<file path="src/rtl/tlb_op_ctrl.sv">
// ---------------------------------------------------------------------------
// tlb_op_ctrl
// Sequences the CP0 TLB instructions (TLBP, TLBR, TLBWI, TLBWR) against the
// shared TLB array's read/write/probe port. It sits between the MEM-stage CP0
// logic and the TLB, owns the CP0 Random counter, and writes probe/read
// results back to CP0.
//
// Each op takes three cycles: IDLE (accept) -> EXEC (TLB access) -> WB
// (CP0 write-back, done pulse). busy stalls the pipeline while an op is in
// flight. done lets the front end flush after TLB writes.
//
// Optional feature macro: TLBCTRL_WIRED_EN
//   defined   : Random lower bound comes from cp0_wired; cp0_wired_we resets
//               Random to the top entry.
//   undefined : cp0_wired / cp0_wired_we are ignored; Random cycles over all
//               entries.
//
// Ports
//   clk, rst                  clock, synchronous active-high reset
//   op_valid/op_type/op_ready request handshake (00 P, 01 R, 10 WI, 11 WR)
//   busy, done                stall level, 1-cycle completion pulse
//   cp0_index/entry_hi/lo0/lo1  CP0 sources latched at accept
//   cp0_wired, cp0_wired_we   Wired register and its write strobe
//   tlb_rw_index/tlb_rw_we    TLB entry select and write enable
//   tlb_entry_*_o             TLB write data / probe key
//   tlb_entry_*_i             TLB read data at tlb_rw_index
//   tlb_p_index_i             TLB probe result {miss, 0.., which}
//   cp0_index_we/wdata        probe result write-back
//   cp0_entry_we, cp0_*_wdata TLBR result write-back
//   cp0_random                CP0 Random, zero-extended
// ---------------------------------------------------------------------------
module tlb_op_ctrl #(
    parameter int TLB_ENTRY_NUM = 16,
    parameter int TLB_IDX_W     = $clog2(TLB_ENTRY_NUM)
) (
    input  logic                 clk,
    input  logic                 rst,
    input  logic                 op_valid,
    input  logic [1:0]           op_type,
    output logic                 op_ready,
    output logic                 busy,
    output logic                 done,
    input  logic [31:0]          cp0_index,
    input  logic [31:0]          cp0_entry_hi,
    input  logic [31:0]          cp0_entry_lo0,
    input  logic [31:0]          cp0_entry_lo1,
    input  logic [31:0]          cp0_wired,
    input  logic                 cp0_wired_we,
    output logic [TLB_IDX_W-1:0] tlb_rw_index,
    output logic                 tlb_rw_we,
    output logic [31:0]          tlb_entry_hi_o,
    output logic [31:0]          tlb_entry_lo0_o,
    output logic [31:0]          tlb_entry_lo1_o,
    input  logic [31:0]          tlb_entry_hi_i,
    input  logic [31:0]          tlb_entry_lo0_i,
    input  logic [31:0]          tlb_entry_lo1_i,
    input  logic [31:0]          tlb_p_index_i,
    output logic                 cp0_index_we,
    output logic [31:0]          cp0_index_wdata,
    output logic                 cp0_entry_we,
    output logic [31:0]          cp0_hi_wdata,
    output logic [31:0]          cp0_lo0_wdata,
    output logic [31:0]          cp0_lo1_wdata,
    output logic [31:0]          cp0_random
);

    typedef enum logic [1:0] {
        ST_IDLE = 2'd0,
        ST_EXEC = 2'd1,
        ST_WB   = 2'd2
    } state_t;

    localparam logic [1:0] OP_TLBP  = 2'b00;
    localparam logic [1:0] OP_TLBR  = 2'b01;

    localparam logic [TLB_IDX_W-1:0] RANDOM_TOP = TLB_IDX_W'(TLB_ENTRY_NUM - 1);

    state_t                state_q, state_d;
    logic [1:0]            opType_q;
    logic [TLB_IDX_W-1:0]  index_q;
    logic [31:0]           hi_q, lo0_q, lo1_q;
    logic [31:0]           rdHi_q, rdLo0_q, rdLo1_q;
    logic [31:0]           probe_q;
    logic [TLB_IDX_W-1:0]  random_q, random_d;
    logic                  accept;
    logic                  unusedBits;

    assign accept = (state_q == ST_IDLE) && op_valid;

    // Only the low index bits of Index/Wired matter; the rest are parked here.
    assign unusedBits = ^{cp0_index[31:TLB_IDX_W], cp0_wired, cp0_wired_we};

    // State register for the three-step op sequence.
    always_ff @(posedge clk) begin
        if (rst) begin
            state_q <= ST_IDLE;
        end else begin
            state_q <= state_d;
        end
    end

    // Next-state: every op walks IDLE -> EXEC -> WB -> IDLE with no waits.
    always_comb begin
        state_d = state_q;
        case (state_q)
            ST_IDLE: if (op_valid) state_d = ST_EXEC;
            ST_EXEC: state_d = ST_WB;
            ST_WB:   state_d = ST_IDLE;
            default: state_d = ST_IDLE;
        endcase
    end

    // Snapshot the op and its CP0 operands at accept so CP0 changes made
    // while the op is in flight cannot disturb it. TLBWR takes Random as
    // its index at this same instant.
    always_ff @(posedge clk) begin
        if (rst) begin
            opType_q <= '0;
            index_q  <= '0;
            hi_q     <= '0;
            lo0_q    <= '0;
            lo1_q    <= '0;
        end else if (accept) begin
            opType_q <= op_type;
            index_q  <= (op_type == 2'b11) ? random_q : cp0_index[TLB_IDX_W-1:0];
            hi_q     <= cp0_entry_hi;
            lo0_q    <= cp0_entry_lo0;
            lo1_q    <= cp0_entry_lo1;
        end
    end

    // Capture the TLB response during EXEC; it is replayed to CP0 in WB.
    always_ff @(posedge clk) begin
        if (rst) begin
            rdHi_q  <= '0;
            rdLo0_q <= '0;
            rdLo1_q <= '0;
            probe_q <= '0;
        end else if (state_q == ST_EXEC) begin
            if (opType_q == OP_TLBR) begin
                rdHi_q  <= tlb_entry_hi_i;
                rdLo0_q <= tlb_entry_lo0_i;
                rdLo1_q <= tlb_entry_lo1_i;
            end
            if (opType_q == OP_TLBP) begin
                probe_q <= tlb_p_index_i;
            end
        end
    end

    // Random counts down every cycle and wraps to the top entry once it
    // reaches its lower bound. With Wired support, a Wired write restarts
    // it from the top, and a bound at or above the top pins it there.
    always_comb begin
        random_d = random_q - 1'b1;
`ifdef TLBCTRL_WIRED_EN
        if (cp0_wired_we) begin
            random_d = RANDOM_TOP;
        end else if ((cp0_wired[TLB_IDX_W-1:0] >= RANDOM_TOP) ||
                     (random_q <= cp0_wired[TLB_IDX_W-1:0])) begin
            random_d = RANDOM_TOP;
        end
`else
        if (random_q == '0) begin
            random_d = RANDOM_TOP;
        end
`endif
    end

    // Random register.
    always_ff @(posedge clk) begin
        if (rst) begin
            random_q <= RANDOM_TOP;
        end else begin
            random_q <= random_d;
        end
    end

    // Strobes are qualified with rst so that a reset landing in EXEC or WB
    // suppresses the TLB write, the CP0 write and the done pulse of that op.
    assign op_ready        = (state_q == ST_IDLE);
    assign busy            = (state_q != ST_IDLE);
    assign done            = !rst && (state_q == ST_WB);
    assign tlb_rw_we       = !rst && (state_q == ST_EXEC) && opType_q[1];
    assign cp0_index_we    = done && (opType_q == OP_TLBP);
    assign cp0_entry_we    = done && (opType_q == OP_TLBR);

    assign tlb_rw_index    = index_q;
    assign tlb_entry_hi_o  = hi_q;
    assign tlb_entry_lo0_o = lo0_q;
    assign tlb_entry_lo1_o = lo1_q;

    assign cp0_index_wdata = probe_q;
    assign cp0_hi_wdata    = rdHi_q;
    assign cp0_lo0_wdata   = rdLo0_q;
    assign cp0_lo1_wdata   = rdLo1_q;
    assign cp0_random      = 32'(random_q);

endmodule

</file>
<file path="config.mk">
export PLATFORM = sky130hd
export DESIGN_NAME = tlb_op_ctrl
export DESIGN_NICKNAME = d
export VERILOG_FILES = /design/src/rtl/tlb_op_ctrl.sv
export SDC_FILE = /design/constraint.sdc
export NUM_CORES = 1
export LEC_CHECK = 0
export BUFFER_PORTS_ARGS = -buffer_cell sky130_fd_sc_hd__clkbuf_2
export CAP_MARGIN = 20
export CORE_AREA = 5 5 216 218
export DETAILED_ROUTE_END_ITERATION = 8
export DIE_AREA = 0 0 221 223
export SETUP_SLACK_MARGIN = 0.3
export SLEW_MARGIN = 5
export SYNTH_ARGS = -nofsm -noshare
export SYNTH_HDL_FRONTEND = slang
export SYNTH_SLANG_ARGS = --single-unit
</file>
<file path="constraint.sdc">
create_clock -name clk -period 4.2 [get_ports clk]
set_input_delay 0.42 -clock clk [delete_from_list [all_inputs] [get_ports clk]]
set_output_delay 0.42 -clock clk [all_outputs]
set_load 0.01 [all_outputs]
</file>
==> flow_metrics.py <==
metrics = {
    "run_status": {
        "status": "finished clean",
    },
    "worst_setup_path": {
        "crit_buf_inv": 1,
        "critical_path_arrival_ns": 1.97,
        "worstPathRequired_ns": 3.78,
        "crit_chain": "nand2_1, nor3b_1, clkbuf_2",
        "slowest_delay_ns": 0.62,
        "reg2reg_depth": 4,
        "critical-path-slowest-cell": "dfxtp_1",
        "cp_top_family": "flip-flops",
        "r2r_setup_slack_ns": 1.89,
        "reg2reg_to": "cp0_lo1_wdata[30]",
        "r2r_start": "state_q[0]",
        "cp.depth": 3,
        "critPathKind": "reg2out",
        "critPathMaxFanout": 9,
        "cp-end-kind": "output pin",
        "critPathLaunchType": "flop",
    },
    "floorplanning": {
        "start_util_pct": 19.0,
        "core.rowCount": 78,
        "core_um2": 44700,
        "ios": 560,
        "die_y_um": 223,
        "chipWidth_um": 221,
        "die_area_um2": 49300,
    },
    "hold_path": {
        "holdCritStartpoint": "cp0_entry_hi[0]",
        "hp-class": "in2reg",
        "hold_path_depth": 3,
        "min_to": "tlb_entry_hi_o[0]",
    },
    "cts": {
        "cts_hold_buf": 0,
        "clkLatencyLatePin_ns": 0.53,
        "clkTransAtPathRegs_ns": 0.06,
        "cts_root_buffer": "clkbuf_16",
        "cts_setup_buffers": 0,
        "cts_tree": "done",
        "cts.path.max_buffers": 3,
        "post_cts_resized": 0,
        "cts.htree.levels": 1,
        "clock-sinks": 236,
        "numCtsBuffers": 26,
    },
    "synthesis": {
        "synth.area.mux_share_pct": 0,
        "synth_fa_ha_area_share_pct": 0.147,
        "synth_commonest_cells": "nand2_1 (460), dfxtp_1 (236), a21oi_1 (228)",
        "ys.flop_type": "dfxtp_1",
        "synth.avg_cell_area_um2": 7.95,
        "ys_seq_area_share_pct": 55.6,
        "synth-edff-count": 0,
        "yosys_warnings": 0,
        "yosysMostFrequentCell": "nand2_1",
        "ys_ff_latch": 236,
        "syn_area_um2": 8490,
        "synthSimpleGateAreaFrac_pct": 22.4,
        "synth_xor_area_share_pct": 0.103,
        "synth_top_family_by_area": "simple AND/OR/NAND/NOR gates",
        "syn_inst": 1068,
        "synth.top_cell.area_share_pct": 55.6,
        "yosysTopAreaCell": "dfxtp_1",
        "async_flop_share_pct": 0,
        "synth-compound-area-share_pct": 14.0,
        "netlist_top_cells_area": "dfxtp_1 (56%), nand2_1 (20%), a21oi_1 (13%), buf_4 (3.3%), buf_2 (1.8%)",
        "synth_cell_types": 28,
    },
    "power": {
        "power_frac_seq_pct": 46.6,
        "p_int_w": 0.00386,
        "p_leak_nw": 5.35,
        "powerDensity_nw_per_um2": 426,
        "power.total_w": 0.00512,
        "clkPwrFrac_pct": 43.3,
        "swShare_pct": 24.7,
        "combPwrFrac_pct": 10.1,
        "p_switching_w": 0.00127,
        "ir_drop_v": 0.000231,
    },
    "cells_and_area": {
        "syn2layout_area_growth_pct": 41.7,
        "fin_cells": 2114,
        "n_antenna_cell": 0,
        "drive_gt1_share_pct": 34.6,
        "fillCellCount": 4931,
        "nets": 1791,
    },
    "place": {
        "dpl.hpwl_um": 21700,
        "dp_cells": 2067,
        "numPortBuffers": 470,
        "routabilityCongestion": 0.861,
    },
    "run": {
        "drv_cap": 0,
    },
    "timing": {
        "slew_headroom_pct": 31.9,
        "maxSlewViolCount": 0,
        "worst_clock_skew_ns": 0.00820,
        "fin_crit_ns": 2.39,
        "period_share_pct": 57.0,
        "hold_viol_final": 0,
        "clock.fmax_ghz": 0.418,
        "worst_slew_pin_slew_ns": 1.02,
        "whs_ns": 0.102,
        "rsz0062_at_grt": "false",
        "setup_violations": 0,
        "fin_tns_setup_ns": 0,
    },
    "route": {
        "viasPerCell": 3.99,
        "final_antenna_net_count": 0,
        "vias": 8432,
        "drc": 0,
        "dr.pass1.iters": 4,
        "initialDrtViolationCount": 355,
        "wl_per_cell_um": 13.7,
        "routed_wl_um": 29000,
    },
    "grt": {
        "overflow": 0,
        "grt_usage_pct": 10.8,
        "antenna_found_initial": 1,
        "grt_pass1_wl_um": 44200,
        "grt_pass1_vias": 8096,
        "grt_max_degree": 117,
    },
}
## power by group through the flow
stage	combinational (W)	clock, W	sequential, W
6_report	0.000518	0.00222	0.00239
5_1_grt	0.000576	0.00239	0.00240
4_1_cts	0.000524	0.00230	0.00239
3_5_place_dp	0.000524	0	0.00243
3_3_place_gp	0.000517	0	0.00243
2_1_floorplan	0.000243	0	0.00247
## per-stage QoR
step                setup WS, ns  area [um2]  util (%)
global placement            2.00       11200      25.0
global route                1.54       12000      26.9
floorplan                   2.72        8590         -
detailed placement          1.92       11200      25.0
finish                      1.81       12000      26.9
CTS                         1.62       12000      26.9
## how the worst max path moves through the flow
stage,to,from
finish,cp0_entry_we,state_q[1]
global route,cp0_entry_we,state_q[1]
CTS,cp0_entry_we,state_q[1]
detailed placement,cp0_lo0_wdata[1],opType_q[0]
global placement,cp0_hi_wdata[28],opType_q[0]
floorplan,cp0_entry_we,rst
## worst reg2reg max path: stages, from the launching register on
cell,delay [ns]
dfxtp_1,0.63
and4bb_4,0.83
buf_4,0.49
nand2_1,0.10
a21oi_1,0.16
## cell type report
cell class	instances	area, um2	share of cell area [%]
clock buffer	35	716	5.95
clock inverter	11	114	0.946
inverter	5	18.8	0.156
multi-input combinational	748	3250	27.0
sequential	236	4720	39.2
tap	600	751	6.24
timing repair buffer	479	2470	20.5
## cell usage in the layout, fill, tap and decap left out
cell | Yosys | layout
nor3_1 | 1 | 1
xnor2_1 | 1 | 1
nor4b_1 | 1 | 1
nand4bb_4 | 0 | 1
buf_4 | 37 | 6
nand2b_1 | 1 | 1
nor3b_1 | 2 | 2
clkinv_4 | 0 | 1
inv_1 | 5 | 5
and4bb_4 | 0 | 1
a21oi_1 | 228 | 228
buf_6 | 7 | 1
bufinv_16 | 0 | 2
a311oi_1 | 4 | 4
clkbuf_1 | 30 | 7
nand3_1 | 4 | 4
or2_2 | 1 | 1
clkbuf_8 | 0 | 1
ha_1 | 1 | 1
o21bai_1 | 2 | 2
nor4b_4 | 1 | 1
or3b_4 | 0 | 1
nor2_1 | 7 | 7
nor3b_4 | 1 | 1
or4b_1 | 1 | 1
clkinv_2 | 0 | 6
clkbuf_2 | 0 | 469
clkbuf_16 | 0 | 28
nand2_1 | 460 | 460
clkinvlp_4 | 0 | 2
dfxtp_1 | 236 | 236
and2_1 | 1 | 1
conb_1 | 1 | 28
buf_12 | 0 | 2
## per-layer routing
metal	track usage [%]	part of all wire (%)
met1	12.2	39
met2	18.4	47
met3	4.49	11
met4	4.18	3.3
met5	0	0.045
## kinds of logic (layout without fill, tap and decap cells)
family,count (synthesis),count (layout)
AO/OA/AOI/OAI,234,234
XOR/XNOR,1,1
adder cells (fa/ha/maj),1,1
AND/OR/NAND/NOR,484,484
other,1,28
buffers and inverters,111,530
flip-flops,236,236
## registers in the layout, indices dropped and copies added (netlist names)
name / cells
tlb_entry_lo0_o: 32
tlb_entry_lo1_o: 32
cp0_lo0_wdata: 32
state_q: 2
tlb_rw_index: 4
opType_q: 2
random_q: 4
tlb_entry_hi_o: 32
cp0_hi_wdata: 32
cp0_index_wdata: 32
cp0_lo1_wdata: 32
Power figures use the tool's default switching activity.
